==> config.mk <==
export PLATFORM = sky130hd
export DESIGN_NAME = lupa_frame_capture_flat
export DESIGN_NICKNAME = d
export VERILOG_FILES = /design/src/rtl/lupa_pkg.sv /design/src/rtl/lupa_frame_capture_if.sv /design/src/rtl/lupa_pix_packer.sv /design/src/rtl/lupa_frame_capture.sv /design/src/flat_wrapper.sv
export SDC_FILE = /design/constraint.sdc
export NUM_CORES = 1
export LEC_CHECK = 0
export ABC_AREA = 0
export ABC_CLOCK_PERIOD_IN_PS = 3200
export CELL_PAD_IN_SITES_DETAIL_PLACEMENT = 0
export CELL_PAD_IN_SITES_GLOBAL_PLACEMENT = 2
export CORE_MARGIN = 2
export CORE_UTILIZATION = 34
export DETAILED_ROUTE_END_ITERATION = 10
export PLACE_DENSITY_LB_ADDON = 0.1
export SKIP_LAST_GASP = 1
export SLEW_MARGIN = 30
export SYNTH_ARGS = -nofsm -noshare
export SYNTH_HDL_FRONTEND = slang
export SYNTH_HIERARCHICAL = 1
export SYNTH_SLANG_ARGS = --single-unit
==> constraint.sdc <==
create_clock -name iCLOCK_80 -period 3.2 [get_ports iCLOCK_80]
set_clock_uncertainty 0.1 [all_clocks]
set_input_delay 0.64 -clock iCLOCK_80 [delete_from_list [all_inputs] [get_ports iCLOCK_80]]
set_output_delay 0.64 -clock iCLOCK_80 [all_outputs]
set_load 0.02 [all_outputs]
==> src/rtl/lupa_pkg.sv <==
// rtl/lupa_pkg.sv - shared types, defaults and pixel conversion for the LUPA300 frame capture path
package lupa_pkg;

   typedef enum logic [1:0] {
      IDLE       = 2'd0,
      WAIT_FRAME = 2'd1,
      CAPTURE    = 2'd2,
      DONE       = 2'd3
   } state_e;

   localparam int H_ACTIVE_DEF    = 640;
   localparam int V_ACTIVE_DEF    = 480;
   localparam int CAPTURE_IDX_DEF = 2;

   // The FIFO consumer expects inverted 8-bit video: keep the MSBs, flip polarity.
   function automatic logic [7:0] pix_to_byte(input logic [9:0] pix);
      return ~pix[9:2];
   endfunction

endpackage

==> src/rtl/lupa_frame_capture_if.sv <==
// rtl/lupa_frame_capture_if.sv - sensor bus, host arm and FIFO write-side signals of the capture stage
interface lupa_frame_capture_if;

   logic [9:0]  DATA_IMAGE;
   logic        LINE_VALID;
   logic        FRAME_VALID;
   logic        arm;
   logic        fifo_full;
   logic [31:0] fifo_din;
   logic        fifo_wr_en;
   logic        busy;
   logic        frame_done;
   logic        overflow;

   modport slave (
      input  DATA_IMAGE, LINE_VALID, FRAME_VALID, arm, fifo_full,
      output fifo_din, fifo_wr_en, busy, frame_done, overflow
   );

   modport master (
      output DATA_IMAGE, LINE_VALID, FRAME_VALID, arm, fifo_full,
      input  fifo_din, fifo_wr_en, busy, frame_done, overflow
   );

endinterface

==> src/rtl/lupa_pix_packer.sv <==
// rtl/lupa_pix_packer.sv - packs four bytes per 32-bit word, first byte in [7:0], zero-pads on flush
module lupa_pix_packer (
   input  logic        clk_i,
   input  logic        rst_ni,
   input  logic        clear_i,
   input  logic        flush_i,
   input  logic        byte_vld_i,
   input  logic [7:0]  byte_i,
   output logic [31:0] word_o,
   output logic        word_vld_o
);

   logic [7:0]  b0_q, b0_d, b1_q, b1_d, b2_q, b2_d;
   logic [1:0]  idx_q, idx_d;
   logic [31:0] word_q, word_d;
   logic        word_vld_q, word_vld_d;

   always_ff @(posedge clk_i or negedge rst_ni) begin
      if (!rst_ni) begin
         b0_q       <= '0;
         b1_q       <= '0;
         b2_q       <= '0;
         idx_q      <= '0;
         word_q     <= '0;
         word_vld_q <= 1'b0;
      end else begin
         b0_q       <= b0_d;
         b1_q       <= b1_d;
         b2_q       <= b2_d;
         idx_q      <= idx_d;
         word_q     <= word_d;
         word_vld_q <= word_vld_d;
      end
   end

   // Held bytes are zeroed after every emitted word, so a flush pads with 0x00 for free.
   always_comb begin
      b0_d       = b0_q;
      b1_d       = b1_q;
      b2_d       = b2_q;
      idx_d      = idx_q;
      word_d     = word_q;
      word_vld_d = 1'b0;
      if (clear_i) begin
         b0_d  = '0;
         b1_d  = '0;
         b2_d  = '0;
         idx_d = '0;
      end else if (byte_vld_i) begin
         idx_d = idx_q + 2'd1;
         case (idx_q)
            2'd0: b0_d = byte_i;
            2'd1: b1_d = byte_i;
            2'd2: b2_d = byte_i;
            default: begin
               word_d     = {byte_i, b2_q, b1_q, b0_q};
               word_vld_d = 1'b1;
               b0_d       = '0;
               b1_d       = '0;
               b2_d       = '0;
            end
         endcase
      end else if (flush_i && (idx_q != 2'd0)) begin
         word_d     = {8'h00, b2_q, b1_q, b0_q};
         word_vld_d = 1'b1;
         b0_d       = '0;
         b1_d       = '0;
         b2_d       = '0;
         idx_d      = '0;
      end
   end

   assign word_o     = word_q;
   assign word_vld_o = word_vld_q;

endmodule

==> src/rtl/lupa_frame_capture.sv <==
// rtl/lupa_frame_capture.sv - qualifies LUPA300 frames/lines, windows one armed frame and writes packed words to the FIFO
module lupa_frame_capture
   import lupa_pkg::*;
#(
   parameter int H_ACTIVE    = H_ACTIVE_DEF,
   parameter int V_ACTIVE    = V_ACTIVE_DEF,
   parameter int CAPTURE_IDX = CAPTURE_IDX_DEF
) (
   input logic                  iCLOCK_80,
   input logic                  RST_N,
   lupa_frame_capture_if.slave  bus
);

   localparam logic [10:0] H_LIM   = 11'(H_ACTIVE);
   localparam logic [9:0]  V_LIM   = 10'(V_ACTIVE);
   localparam logic [9:0]  V_SAT   = 10'(V_ACTIVE + 1);
   localparam logic [3:0]  CAP_LIM = 4'(CAPTURE_IDX);

   logic [9:0]  dat_q;
   logic        lv_q, fv_q, lv_p_q, fv_p_q, arm_q;
   state_e      state_q, state_d;
   logic [3:0]  frame_cnt_q, frame_cnt_d;
   logic [9:0]  line_cnt_q, line_cnt_d;
   logic [10:0] pix_cnt_q, pix_cnt_d;
   logic        overflow_q, overflow_d;
   logic        frame_done_q, frame_done_d;

   logic        lv_rise, lv_fall, fv_rise, fv_fall, arm_rise;
   logic        capturing, pk_clear, pk_flush, pix_keep;
   logic [9:0]  line_nxt, line_eff;
   logic [10:0] pix_eff;
   logic [31:0] pk_word;
   logic        pk_word_vld, wr_gate;

   // Sensor outputs are launched on our own clock, so a single register stage is enough.
   always_ff @(posedge iCLOCK_80 or negedge RST_N) begin
      if (!RST_N) begin
         dat_q        <= '0;
         lv_q         <= 1'b0;
         fv_q         <= 1'b0;
         lv_p_q       <= 1'b0;
         fv_p_q       <= 1'b0;
         arm_q        <= 1'b0;
         state_q      <= IDLE;
         frame_cnt_q  <= '0;
         line_cnt_q   <= '0;
         pix_cnt_q    <= '0;
         overflow_q   <= 1'b0;
         frame_done_q <= 1'b0;
      end else begin
         dat_q        <= bus.DATA_IMAGE;
         lv_q         <= bus.LINE_VALID;
         fv_q         <= bus.FRAME_VALID;
         lv_p_q       <= lv_q;
         fv_p_q       <= fv_q;
         arm_q        <= bus.arm;
         state_q      <= state_d;
         frame_cnt_q  <= frame_cnt_d;
         line_cnt_q   <= line_cnt_d;
         pix_cnt_q    <= pix_cnt_d;
         overflow_q   <= overflow_d;
         frame_done_q <= frame_done_d;
      end
   end

   assign lv_rise  = lv_q & ~lv_p_q;
   assign lv_fall  = ~lv_q & lv_p_q;
   assign fv_rise  = fv_q & ~fv_p_q;
   assign fv_fall  = ~fv_q & fv_p_q;
   assign arm_rise = bus.arm & ~arm_q;

   always_comb begin
      state_d      = state_q;
      frame_cnt_d  = frame_cnt_q;
      frame_done_d = 1'b0;
      capturing    = 1'b0;
      pk_clear     = 1'b0;
      pk_flush     = 1'b0;
      case (state_q)
         IDLE: begin
            if (arm_rise) begin
               state_d     = WAIT_FRAME;
               frame_cnt_d = '0;
            end
         end
         WAIT_FRAME: begin
            if (!bus.arm) begin
               state_d  = IDLE;
               pk_clear = 1'b1;
            end else if (fv_rise) begin
               frame_cnt_d = frame_cnt_q + 4'd1;
               if (frame_cnt_q + 4'd1 == CAP_LIM) begin
                  state_d   = CAPTURE;
                  capturing = 1'b1;
               end
            end
         end
         CAPTURE: begin
            if (!bus.arm) begin
               state_d  = IDLE;
               pk_clear = 1'b1;
            end else begin
               capturing = 1'b1;
               pk_flush  = lv_fall | fv_fall;
               if (fv_fall) begin
                  state_d      = DONE;
                  frame_done_d = 1'b1;
               end
            end
         end
         DONE: begin
            if (!bus.arm) state_d = IDLE;
         end
         default: state_d = IDLE;
      endcase
   end

   // The pixel on dat_q in the LV rising cycle is pixel 0 of the new line.
   always_comb begin
      line_nxt   = (line_cnt_q == V_SAT) ? line_cnt_q : line_cnt_q + 10'd1;
      line_eff   = lv_rise ? line_nxt : line_cnt_q;
      pix_eff    = lv_rise ? 11'd0 : pix_cnt_q;
      line_cnt_d = fv_q ? line_eff : 10'd0;
      pix_cnt_d  = (lv_q && (pix_eff < H_LIM)) ? pix_eff + 11'd1 : pix_eff;
      pix_keep   = lv_q && fv_q && (line_eff != 10'd0) && (line_eff <= V_LIM) && (pix_eff < H_LIM);
   end

   lupa_pix_packer u_packer (
      .clk_i      (iCLOCK_80),
      .rst_ni     (RST_N),
      .clear_i    (pk_clear),
      .flush_i    (pk_flush),
      .byte_vld_i (capturing & pix_keep),
      .byte_i     (pix_to_byte(dat_q)),
      .word_o     (pk_word),
      .word_vld_o (pk_word_vld)
   );

   // Dropping arm stops writes in the same cycle; the end-of-frame flush lands in DONE.
   assign wr_gate = bus.arm | (state_q == DONE);

   always_comb begin
      overflow_d = overflow_q;
      if (arm_rise) overflow_d = 1'b0;
      if (pk_word_vld && bus.fifo_full && wr_gate) overflow_d = 1'b1;
   end

   assign bus.fifo_din   = pk_word;
   assign bus.fifo_wr_en = pk_word_vld & ~bus.fifo_full & wr_gate;
   assign bus.busy       = (state_q == WAIT_FRAME) || (state_q == CAPTURE);
   assign bus.frame_done = frame_done_q;
   assign bus.overflow   = overflow_q;

endmodule
==> src/flat_wrapper.sv <==
// flat-port wrapper written by rule: the top's interface ports become plain ports
module lupa_frame_capture_flat import lupa_pkg::*;
#(
   parameter int H_ACTIVE    = H_ACTIVE_DEF,
   parameter int V_ACTIVE    = V_ACTIVE_DEF,
   parameter int CAPTURE_IDX = CAPTURE_IDX_DEF
)
  (iCLOCK_80, RST_N, bus_DATA_IMAGE, bus_LINE_VALID, bus_FRAME_VALID, bus_arm, bus_fifo_full, bus_fifo_din, bus_fifo_wr_en, bus_busy, bus_frame_done, bus_overflow);
  lupa_frame_capture_if bus_i ();
  input logic iCLOCK_80;
  input logic RST_N;
  input wire logic [$bits(bus_i.DATA_IMAGE)-1:0] bus_DATA_IMAGE;
  input wire logic [$bits(bus_i.LINE_VALID)-1:0] bus_LINE_VALID;
  input wire logic [$bits(bus_i.FRAME_VALID)-1:0] bus_FRAME_VALID;
  input wire logic [$bits(bus_i.arm)-1:0] bus_arm;
  input wire logic [$bits(bus_i.fifo_full)-1:0] bus_fifo_full;
  output wire logic [$bits(bus_i.fifo_din)-1:0] bus_fifo_din;
  output wire logic [$bits(bus_i.fifo_wr_en)-1:0] bus_fifo_wr_en;
  output wire logic [$bits(bus_i.busy)-1:0] bus_busy;
  output wire logic [$bits(bus_i.frame_done)-1:0] bus_frame_done;
  output wire logic [$bits(bus_i.overflow)-1:0] bus_overflow;
  assign bus_i.DATA_IMAGE = bus_DATA_IMAGE;
  assign bus_i.LINE_VALID = bus_LINE_VALID;
  assign bus_i.FRAME_VALID = bus_FRAME_VALID;
  assign bus_i.arm = bus_arm;
  assign bus_i.fifo_full = bus_fifo_full;
  assign bus_fifo_din = bus_i.fifo_din;
  assign bus_fifo_wr_en = bus_i.fifo_wr_en;
  assign bus_busy = bus_i.busy;
  assign bus_frame_done = bus_i.frame_done;
  assign bus_overflow = bus_i.overflow;
  lupa_frame_capture #(.H_ACTIVE(H_ACTIVE), .V_ACTIVE(V_ACTIVE), .CAPTURE_IDX(CAPTURE_IDX)) u_core (.iCLOCK_80(iCLOCK_80), .RST_N(RST_N), .bus(bus_i));
endmodule
# Word-level counts from Yosys, hierarchy flattened
# Cells that the tools add are included.
[word_totals]
register_bits = 103
latch_bits = 0
mem_bits_ro = 0
memories = 0
word_cells = 139
ramBits = 0
[op_classes]
n_reduce_logical = 28
addsub = 4
shifts = 0
n_eq_ne = 18
mux = 51
n_div = 0
n_bitwise = 18
n_lt_le_gt_ge = 2
multipliers = 0
[ops]
columns = ["cell", "count"]
rows = [
  ["$mux 32", 3],
  ["$mux 8", 7],
  ["$pmux 8 s2", 3],
  ["$mux 10", 3],
  ["$mux 11", 2],
  ["$mux 2", 10],
  ["$ne 3x2->1 const B", 6],
  ["$mux 1", 17],
  ["$mux 4", 3],
  ["$add 11x1->11 const B", 1],
  ["$lt 11x10->1 const B", 1],
  ["$add 10x1->10 const B", 1],
  ["$eq 10x9->1 const B", 1],
  ["$le 10x9->1 const B", 1],
  ["$reduce_bool 10->1", 1],
  ["$and 1x1->1", 8],
  ["$logic_and 1x1->1", 8],
  ["$not 8->8", 1],
  ["$pmux 2 s4", 1],
  ["$pmux 4 s2", 1],
  ["$reduce_bool 2->1", 4],
  ["$reduce_or 2->1", 4],
  ["$not 1->1", 7],
  ["$eq 2x2->1 const B", 3],
  ["other kinds (16)", 24],
]

# Depth between registers and ports, before layout
# Gate-level depths: netlist of the first run.
[depth]
word_depth = 10
ltp_mapped = 12
mapped_depth_nobuf = 10

# Hierarchy
# The synthesis of the first run kept the hierarchy.
[modules_own_cells]
columns = ["module", "n_inst", "cells_each", "area_per_inst_um2"]
rows = [
  ["lupa_pix_packer", 1, 182, 2571.2],
  ["lupa_frame_capture", 1, 227, 2224.6],
]

# Worst setup path before layout of the first run
# OpenSTA, ideal clock, no wires.
[synth_path]
path_type = "flip-flop to flip-flop"
from = "register u_core.lv_q"
to = "register u_core.u_packer.word_q[0] (netlist: u_core/u_packer/word_o[0])"
synth_period_minus_slack_ns = 2.964
arrival_ns = 2.739
required_time_ns = 2.975
stages_incl_launch_ff = 12
setup_slack_ns = 0.236
path_cell_list = "dfrtp_1 > buf_2 > nand4b_1 > nor3_1 > xnor2_1 > or4b_1 > a211oi_2 > nor3b_2 > o21ba_1 > buf_6 > buf_12 > mux2_4"
[synth_between]
elab_chain_cells = 9
word_cells_on_any_way = 21
classes_between = "order compare: 2; eq/ne: 1; mux: 5; bitwise: 5; reduce/logical: 8"
[synth_lines]
columns = ["item", "line_no", "rtl"]
rows = [
  ["start: declaration", "lupa_frame_capture.sv:20", "logic lv_q, fv_q, lv_p_q, fv_p_q, arm_q;"],
  ["start signal: assignment", "lupa_frame_capture.sv:52", "lv_q <= bus.LINE_VALID;"],
  ["branches (longest 9 deep; another with $le 10x9->1)", "n/a", ""],
  ["end signal: assignment", "lupa_pix_packer.sv:31", "word_q <= word_d;"],
  ["end: declaration", "lupa_pix_packer.sv:15", "logic [31:0] word_q, word_d;"],
]
# Parallel ways; which one is timed is not known.
# A chain may end at the register's enable or synchronous reset.

# Worst setup path in the final report of the first run
[layout_path]
from = "register u_core.frame_cnt_q[1]"
to = "register u_core.u_packer.word_q[3] (netlist: u_core/u_packer/word_o[3])"
[layout_between]
elab_chain_cells = 9
word_cells_on_any_way = 11
classes_between = "add/sub: 1; eq/ne: 2; mux: 5; bitwise: 1; reduce/logical: 2"
[layout_lines]
columns = ["item", "line_no", "rtl"]
rows = [
  ["start: declaration", "lupa_frame_capture.sv:22", "logic [3:0] frame_cnt_q, frame_cnt_d;"],
  ["start signal: assignment", "lupa_frame_capture.sv:58", "frame_cnt_q <= frame_cnt_d;"],
  ["$add 4x1->4 *", "lupa_frame_capture.sv:92", "if (frame_cnt_q + 4'd1 == CAP_LIM) begin"],
  ["$eq 4x2->1 *", "lupa_frame_capture.sv:92", ""],
  ["$mux 1 *", "lupa_frame_capture.sv:92", ""],
  ["$mux 1 *", "lupa_frame_capture.sv:90", "end else if (fv_rise) begin"],
  ["$mux 1 *", "lupa_frame_capture.sv:87", "if (!bus.arm) begin"],
  ["$pmux 1 s2 *", "lupa_frame_capture.sv:79", "case (state_q)"],
  ["$and 1x1->1 *", "lupa_frame_capture.sv:133", ".byte_vld_i (capturing & pix_keep),"],
  ["$ne 2x2->1 (no line) / $reduce_bool 2->1 (equally long branches)", "n/a", ""],
  ["$reduce_and 3->1 (no line)", "n/a", ""],
]
# Every way passes the cells marked *; elsewhere a longest branch is shown, timed or not.

==> flow_metrics.py, run 1 <==
metrics = {
    "clocking": {
        "cts_made_buffers": 9,
        "cts_tree": "built",
        "clkTransAtPathRegs_ns": 0.07,
        "htreeDepth": 3,
        "clock_sinks": 101,
        "insertion_delay_ns": 0.34,
        "cts_root_buf": "clkbuf_16",
        "clock_path_buffers": 2,
    },
    "min_path": {
        "hp-class": "primary input to asynchronous set/reset pin",
    },
    "synthesis": {
        "synth.net_count": 438,
        "synth_cell_types": 63,
        "synthFlopType": "dfrtp_1",
        "syn_inst": 409,
        "netlist_area_sq_um": 4800,
        "synthArstFlopShare_pct": 100,
        "synth_edf_count": 0,
        "synth_area_per_cell_sq_um": 11.7,
        "yosys_warnings": 6,
        "ys_seq_area_share_pct": 52.7,
        "synth-seq-cells": 101,
    },
    "grt": {
        "antenna_found_initial": 0,
        "track_usage_pct": 15.2,
        "grt_max_degree": 57,
        "grt_pass1_wl_mm": 17.5,
        "grt_overflow": 0,
        "grt_pass1_vias": 3334,
    },
    "timing": {
        "relSlewSlack_pct": 56.3,
        "period_needed_ns": 3.13,
        "whs_ns": 0.225,
        "max_freq_mhz": 319,
        "period_share_pct": 97.9,
        "rsz0062_at_grt": "true",
        "tightest_slew_ns": 0.656,
        "fin_setup_tns_ns": 0,
        "drv_slew": 0,
        "setup_viol": 0,
        "finalHoldViolCount": 0,
    },
    "cells_and_area": {
        "register_area_sq_um": 2530,
        "fin_util_pct": 43.9,
        "drive_above_1_share_pct": 18.7,
        "fin_area_sq_um": 6060,
        "antenna_cells": 0,
        "area_growth_pct": 26.5,
        "mostFrequentLayoutCell": "dfrtp_1",
        "mostFrequentLayoutCells": "100 x dfrtp_1, 48 x clkdlybuf4s50_1, 32 x buf_4",
        "fin_nets": 517,
        "nFillCells": 1291,
        "multi_input_area_sq_um": 2090,
    },
    "worst_setup_path": {
        "cp_cell_sequence": "buf_4 -> ha_1 -> nor4_2 -> buf_4 -> nor3_2 -> or4b_1 -> a211oi_2 -> buf_4 -> and2_4 -> o21ba_4 -> buf_12 -> mux2_4",
        "start_kind": "register",
        "cp-end-kind": "register",
        "arrival_ns": 3.26,
        "required_ns": 3.33,
        "cp_max_fo": 19,
        "crit_top_cell": "buf_4",
        "critPathKind": "register to register",
        "reg2reg_slack_ns": 0.07,
        "crit_slowest_cell": "or4b_1",
        "cp_slowest_stage_delay_ns": 0.51,
    },
    "floorplanning": {
        "die_y_um": 123,
        "die_w_um": 123,
        "die-area_sq_um": 15100,
        "initial_core_util_pct": 34.7,
        "core_sq_um": 13800,
        "pin_count": 52,
        "row_count": 43,
    },
    "pwr": {
        "p_int_mw": 2.25,
        "p_leak_nw": 2.70,
        "ir_drop_uv": 374,
        "combPwrFrac_pct": 18.3,
        "power_frac_clock_pct": 36.1,
        "seqPwrFrac_pct": 45.6,
        "p_per_area_nw_per_um2": 513,
        "power.total_mw": 3.11,
        "netSwitchingFraction_pct": 27.6,
        "p_switching_mw": 0.859,
    },
    "place": {
        "finalWeightedCongestion": 0.735,
        "post-dp-hpwl_mm": 6.94,
        "placed_cell_area_sq_um": 5650,
        "io_buffers": 49,
    },
    "route": {
        "drtIter0Drc": 117,
        "dr_total_vias": 3255,
        "drc": 0,
        "wl_per_cell_um": 15.5,
        "ant_nets": 0,
        "drt_wl_total_mm": 10.4,
        "dr.pass1.iters": 4,
        "viasPerCell": 4.84,
    },
    "job": {
        "cap_violations": 0,
    },
    "run_status": {
        "status": "finished clean",
    },
}
per-stage QoR:
stage	worst slack, ns	std cells
4_1_cts	0.00884	667
2_1_floorplan	0.236	409
3_5_place_dp	0.00266	651
6_report	0.0666	672
3_3_place_gp	0.0270	651
5_1_grt	-0.0903	672
cell families (layout without fill, tap and decap cells):
| kind of cell | count (synthesis) | count (layout) | share of synthesized area, % |
|---|---|---|---|
| and+or+nand+nor | 132 | 132 | 15.5 |
| DFF | 101 | 101 | 52.7 |
| AOI/OAI and AO/OA | 65 | 65 | 10.1 |
| muxes | 45 | 45 | 11.7 |
| buffers and inverters | 43 | 126 | 4.80 |
| adders and majority gates | 13 | 13 | 3.39 |
| xor gates and xnor gates | 10 | 10 | 1.83 |
final cells by class:
type                            instances  share of cell area [%]
Tap cell                              180                    3.71
Clock inverter                          4                   0.928
Inverter                               26                    1.61
Clock buffer                           11                    4.00
Multi-Input combinational cell        265                    34.4
Sequential cell                       101                    41.7
Timing Repair Buffer                   85                    13.6
power by group through the flow:
stage	combinational, mW	clock (mW)	sequential (mW)
4_1_cts	0.562	1.16	1.42
3_3_place_gp	0.543	0	1.44
2_1_floorplan	0.290	0	1.46
3_5_place_dp	0.550	0	1.44
6_report	0.570	1.12	1.42
5_1_grt	0.646	1.22	1.43
cell usage after synthesis, types with 2 or more instances:
master | instances | area share [%]
a22o_1 | 8 | 1.5
dfrtp_1 | 101 | 53
o2bb2ai_1 | 7 | 1.3
buf_6 | 2 | 0.47
a211oi_2 | 2 | 0.52
o21a_1 | 4 | 0.63
nor2b_1 | 10 | 1.3
nand3b_1 | 4 | 0.63
o31ai_1 | 3 | 0.47
nor2_1 | 11 | 0.86
nor3_1 | 10 | 1.0
buf_12 | 3 | 1.3
nand2b_1 | 15 | 2.0
o2111ai_1 | 2 | 0.37
nor4_1 | 2 | 0.26
and3b_1 | 2 | 0.37
and2_1 | 11 | 1.4
nand4b_1 | 2 | 0.37
xor2_1 | 6 | 1.1
mux2_4 | 21 | 6.6
a22oi_1 | 2 | 0.31
o21ai_0 | 10 | 1.0
nand3_1 | 15 | 1.6
a21oi_1 | 10 | 1.0
nand2_1 | 27 | 2.1
and3_1 | 3 | 0.39
nand4_1 | 4 | 0.52
mux2i_1 | 19 | 4.0
or2_2 | 3 | 0.39
ha_1 | 13 | 3.4
or3_1 | 5 | 0.65
clkbuf_1 | 7 | 0.55
mux2_2 | 4 | 0.94
inv_1 | 26 | 2.0
xnor2_1 | 4 | 0.73
buf_2 | 4 | 0.42
final timing paths:
kind | startpoint | to | cells past startpoint
max | u_core/frame_cnt_q[1] | u_core/u_packer/word_o[3] | 12
min | RST_N | u_core/lv_q | 1
max reg2reg | u_core/frame_cnt_q[1] | u_core/u_packer/word_o[3] | 12
min reg2reg | u_core/pix_cnt_q[10] | u_core/pix_cnt_q[10] | 1
max in group asynchronous | RST_N | u_core/line_cnt_q[0] | 2
min in group iCLOCK_80 | u_core/pix_cnt_q[10] | u_core/pix_cnt_q[10] | 1
critical path, delay by kind of cell, from the launching register on:
family,cells,cell delay (ns)
DFF,1,0.38
AOI/OAI and AO/OA,2,0.35
adders and majority gates,1,0.20
buffers and inverters,4,0.67
and+or+nand+nor,4,0.99
muxes,1,0.32
repair_timing:
| action | in CTS | in global routing |
|---|---|---|
| setup endpoints to repair | 14 | 48 |
| cloned | 0 | 1 |
| buffers inserted | 1 | 4 |
| pin swaps | 1 | 1 |
| gates resized for setup | 0 | 12 |
| hold buffers | 0 | 0 |
layer usage:
layer	vias up	global-route usage (%)	part of all wire (%)
met3	4	4.88	3.8
met1	1620	20.2	47
met4	0	3.45	0.75
li1	1588	-	-
met5	-	0	0
met2	43	24.1	48
state kept, by name, indices dropped and copies added (netlist names):
name,cells
u_core/fv_q,1
u_core/u_packer/word_o,32
u_core/pix_cnt_q,11
u_core/state_q,2
u_core/bus.frame_done,1
u_core/u_packer/b2_q,8
u_core/u_packer/idx_q,2
u_core/lv_p_q,1
u_core/dat_q,8
u_core/lv_q,1
u_core/bus.overflow,1
u_core/frame_cnt_q,4
u_core/u_packer/b1_q,8
u_core/u_packer/b0_q,8
u_core/arm_q,1
u_core/u_packer/word_vld_o,1
u_core/line_cnt_q,10
u_core/fv_p_q,1
Power figures use the tool's default switching activity.
==> run 2, diff against run 1 <==
Settings changed: ABC_CLOCK_PERIOD_IN_PS 3200 to 2700, CAP_MARGIN from default to 30, SYNTH_HIERARCHICAL 1 to default.
Clock period 3.2 ns to 2.7 ns, I/O delays scaled along.
==> flow_metrics.py, run 2 <==
metrics = {
    "route": {
        "drt_wl_total_mm": 10.9,
        "viasPerCell": 4.85,
        "drc": 0,
        "ant_nets": 0,
        "wl_per_cell_um": 16.2,
        "dr.pass1.iters": 4,
        "dr_total_vias": 3252,
        "drtIter0Drc": 162,
    },
    "synthesis": {
        "netlist_area_sq_um": 4880,
        "ys_seq_area_share_pct": 51.8,
        "yosysMostFrequentCell": "dfrtp_1",
        "synth_edf_count": 0,
        "yosys_warnings": 0,
        "synth-seq-cells": 101,
        "synth.area.top_cells": "dfrtp_1 52%, mux2_4 8.9%, mux2i_1 5.1%, ha_1 3.6%, nand2_1 3.2%",
        "synthFlopType": "dfrtp_1",
        "syn_inst": 410,
        "synthArstFlopShare_pct": 100,
        "synth_top_area_share_pct": 51.8,
        "synth_area_per_cell_sq_um": 11.9,
        "ys_top_cells_by_count": "101 x dfrtp_1, 42 x nand2_1, 29 x mux2_4",
        "synth.net_count": 440,
        "synth_cell_types": 56,
        "yosys.area.top_type": "dfrtp_1",
    },
    "worst_setup_path": {
        "crit_slowest_cell": "dfrtp_1",
        "cp_max_fo": 11,
        "reg2regPathDepth": 10,
        "start_kind": "register",
        "worst_path_dominant_cell_family": "simple AND/OR/NAND/NOR gates",
        "critPathBufInv": 2,
        "cp_slowest_stage_delay_ns": 0.41,
        "critPathKind": "register to register",
        "required_ns": 2.84,
        "cp_cell_sequence": "inv_1 -> ha_1 -> and4bb_4 -> a31oi_4 -> and3_4 -> o211a_4 -> or3_4 -> a31o_4 -> clkbuf_16 -> mux2_4",
        "cp_num_cells": 10,
        "arrival_ns": 2.90,
        "cp-end-kind": "register",
    },
    "clocking": {
        "clock_sinks": 101,
        "clkTransAtPathRegs_ns": 0.07,
        "clock_path_buffers": 2,
        "cts_root_buf": "clkbuf_16",
        "cts_hold_buf": 0,
        "htreeDepth": 3,
        "cts_made_buffers": 9,
        "insertion_delay_ns": 0.35,
        "cts_tree": "built",
    },
    "timing": {
        "tightest_slew_ns": 0.638,
        "relSlewSlack_pct": 57.3,
        "period_needed_ns": 2.77,
        "fin_setup_tns_ns": -1.06,
        "max_freq_mhz": 362,
        "period_share_pct": 102,
        "setup_ws_ns": -0.0650,
        "setup_viol": 33,
        "finalHoldViolCount": 0,
        "drv_slew": 0,
        "rsz0062_at_grt": "true",
    },
    "cells_and_area": {
        "area_growth_pct": 27.0,
        "antenna_cells": 0,
        "drive_above_1_share_pct": 23.0,
        "nFillCells": 1308,
        "fin_area_sq_um": 6190,
        "fin_nets": 516,
        "mostFrequentLayoutCell": "dfrtp_1",
        "mostFrequentLayoutCells": "101 x dfrtp_1, 47 x clkdlybuf4s50_1, 42 x nand2_1",
        "largest_register_ffs": 32,
    },
    "floorplanning": {
        "core_sq_um": 13900,
        "die_y_um": 124,
        "die-area_sq_um": 15300,
        "initial_core_util_pct": 35.0,
        "row_count": 43,
        "pin_count": 52,
        "die_w_um": 124,
    },
    "run_status": {
        "status": "finished, violations left",
        "violations": "setup timing",
    },
    "place": {
        "io_buffers": 49,
        "finalWeightedCongestion": 0.733,
        "placed_cell_area_sq_um": 5780,
        "post-dp-hpwl_mm": 7.37,
    },
    "pwr": {
        "p_int_mw": 2.70,
        "netSwitchingFraction_pct": 28.1,
        "p_switching_mw": 1.05,
        "combPwrFrac_pct": 17.0,
        "ir_drop_uv": 285,
        "power_frac_clock_pct": 38.4,
        "seqPwrFrac_pct": 44.6,
        "p_per_area_nw_per_um2": 605,
        "p_leak_nw": 2.74,
    },
    "grt": {
        "grt_pass1_vias": 3420,
        "grt_max_degree": 44,
        "track_usage_pct": 15.4,
        "antenna_found_initial": 0,
        "grt_overflow": 0,
        "grt_pass1_wl_mm": 17.8,
    },
    "job": {
        "cap_violations": 0,
    },
    "min_path": {
        "hp-class": "primary input to asynchronous set/reset pin",
    },
}
[run 2: cell types whose count changed after synthesis, moves of 7 or more]
| cell | delta |
|---|---|
| nor2b_1 | -8 |
| o2bb2ai_1 | -7 |
| nand2_1 | +15 |
| nand2b_1 | -8 |
| inv_1 | -17 |
| nor2_1 | +15 |
| mux2_4 | +8 |
| nand4b_1 | +14 |
[run 2: cells by family (layout without fill, tap and decap cells)]
| kind of cell | after synthesis | after routing | synth area share (%) |
|---|---|---|---|
| xor gates and xnor gates | 17 | 17 | 3.05 |
| DFF | 101 | 101 | 51.8 |
| AOI/OAI and AO/OA | 36 | 36 | 5.47 |
| muxes | 59 | 59 | 15.2 |
| and+or+nand+nor | 152 | 152 | 17.0 |
| adders and majority gates | 14 | 14 | 3.59 |
| buffers and inverters | 31 | 112 | 3.80 |
[run 2: through the flow]
step	utilization (%)	instances	hold WS (ns)	worst slack (ns)	power [mW]
after CTS	44.1	669	0.116	-0.0468	3.81
final	44.4	671	0.0925	-0.0650	3.75
after global routing	44.4	671	0.144	-0.180	3.96
after global placement	41.4	653	0.370	-0.0535	2.34
after floorplan	-	410	0.144	-0.00450	2.08
after detailed placement	41.4	653	0.361	-0.0707	2.34
[run 2: layer usage]
| metal | share of wire [%] | GRT usage [%] | up-vias |
|---|---|---|---|
| met5 | 0 | 0 | - |
| met4 | 1.7 | 6.18 | 0 |
| met3 | 3.0 | 2.93 | 12 |
| met2 | 43 | 22.3 | 50 |
| met1 | 52 | 22.6 | 1607 |
| li1 | - | - | 1583 |
[run 2: layout make-up]
type / count / area [sq um] / share of cell area (%)
Clock buffer: 9 / 225 / 3.64
Clock inverter: 7 / 106 / 1.72
Inverter: 9 / 33.8 / 0.545
Multi-Input combinational cell: 278 / 2220 / 35.8
Sequential cell: 101 / 2530 / 40.8
Tap cell: 180 / 225 / 3.64
Timing Repair Buffer: 87 / 860 / 13.9
[run 2: path summary, 6_finish.rpt]
path                                       from                    endpoint  slack, ns
setup / recovery           u_core.line_cnt_q[1]  u_core.u_packer.word_o[26]      -0.07
hold reg to reg                     u_core.fv_q               u_core.fv_p_q       0.37
min in group iCLOCK_80              u_core.fv_q               u_core.fv_p_q       0.37
hold / removal                            RST_N         u_core.pix_cnt_q[6]       0.09
max in group asynchronous                 RST_N     u_core.u_packer.b1_q[3]       1.76
setup reg to reg           u_core.line_cnt_q[1]  u_core.u_packer.word_o[26]      -0.07
[run 2: power groups by stage]
stage | Clock [mW] | Combinational, mW | Sequential, mW
finish | 1.44 | 0.637 | 1.67
global route | 1.55 | 0.729 | 1.69
CTS | 1.49 | 0.649 | 1.67
detailed placement | 0 | 0.642 | 1.70
global placement | 0 | 0.637 | 1.70
floorplan | 0 | 0.405 | 1.68
[run 2: repair_timing]
item / CTS / global route
setup buffers: 0 / 1
endpoints found under the setup margin: 49 / 58
hold endpoints to repair: 0 / 0
gates cloned: 0 / 1
resized for setup: 8 / 4
pin swaps: 0 / 5
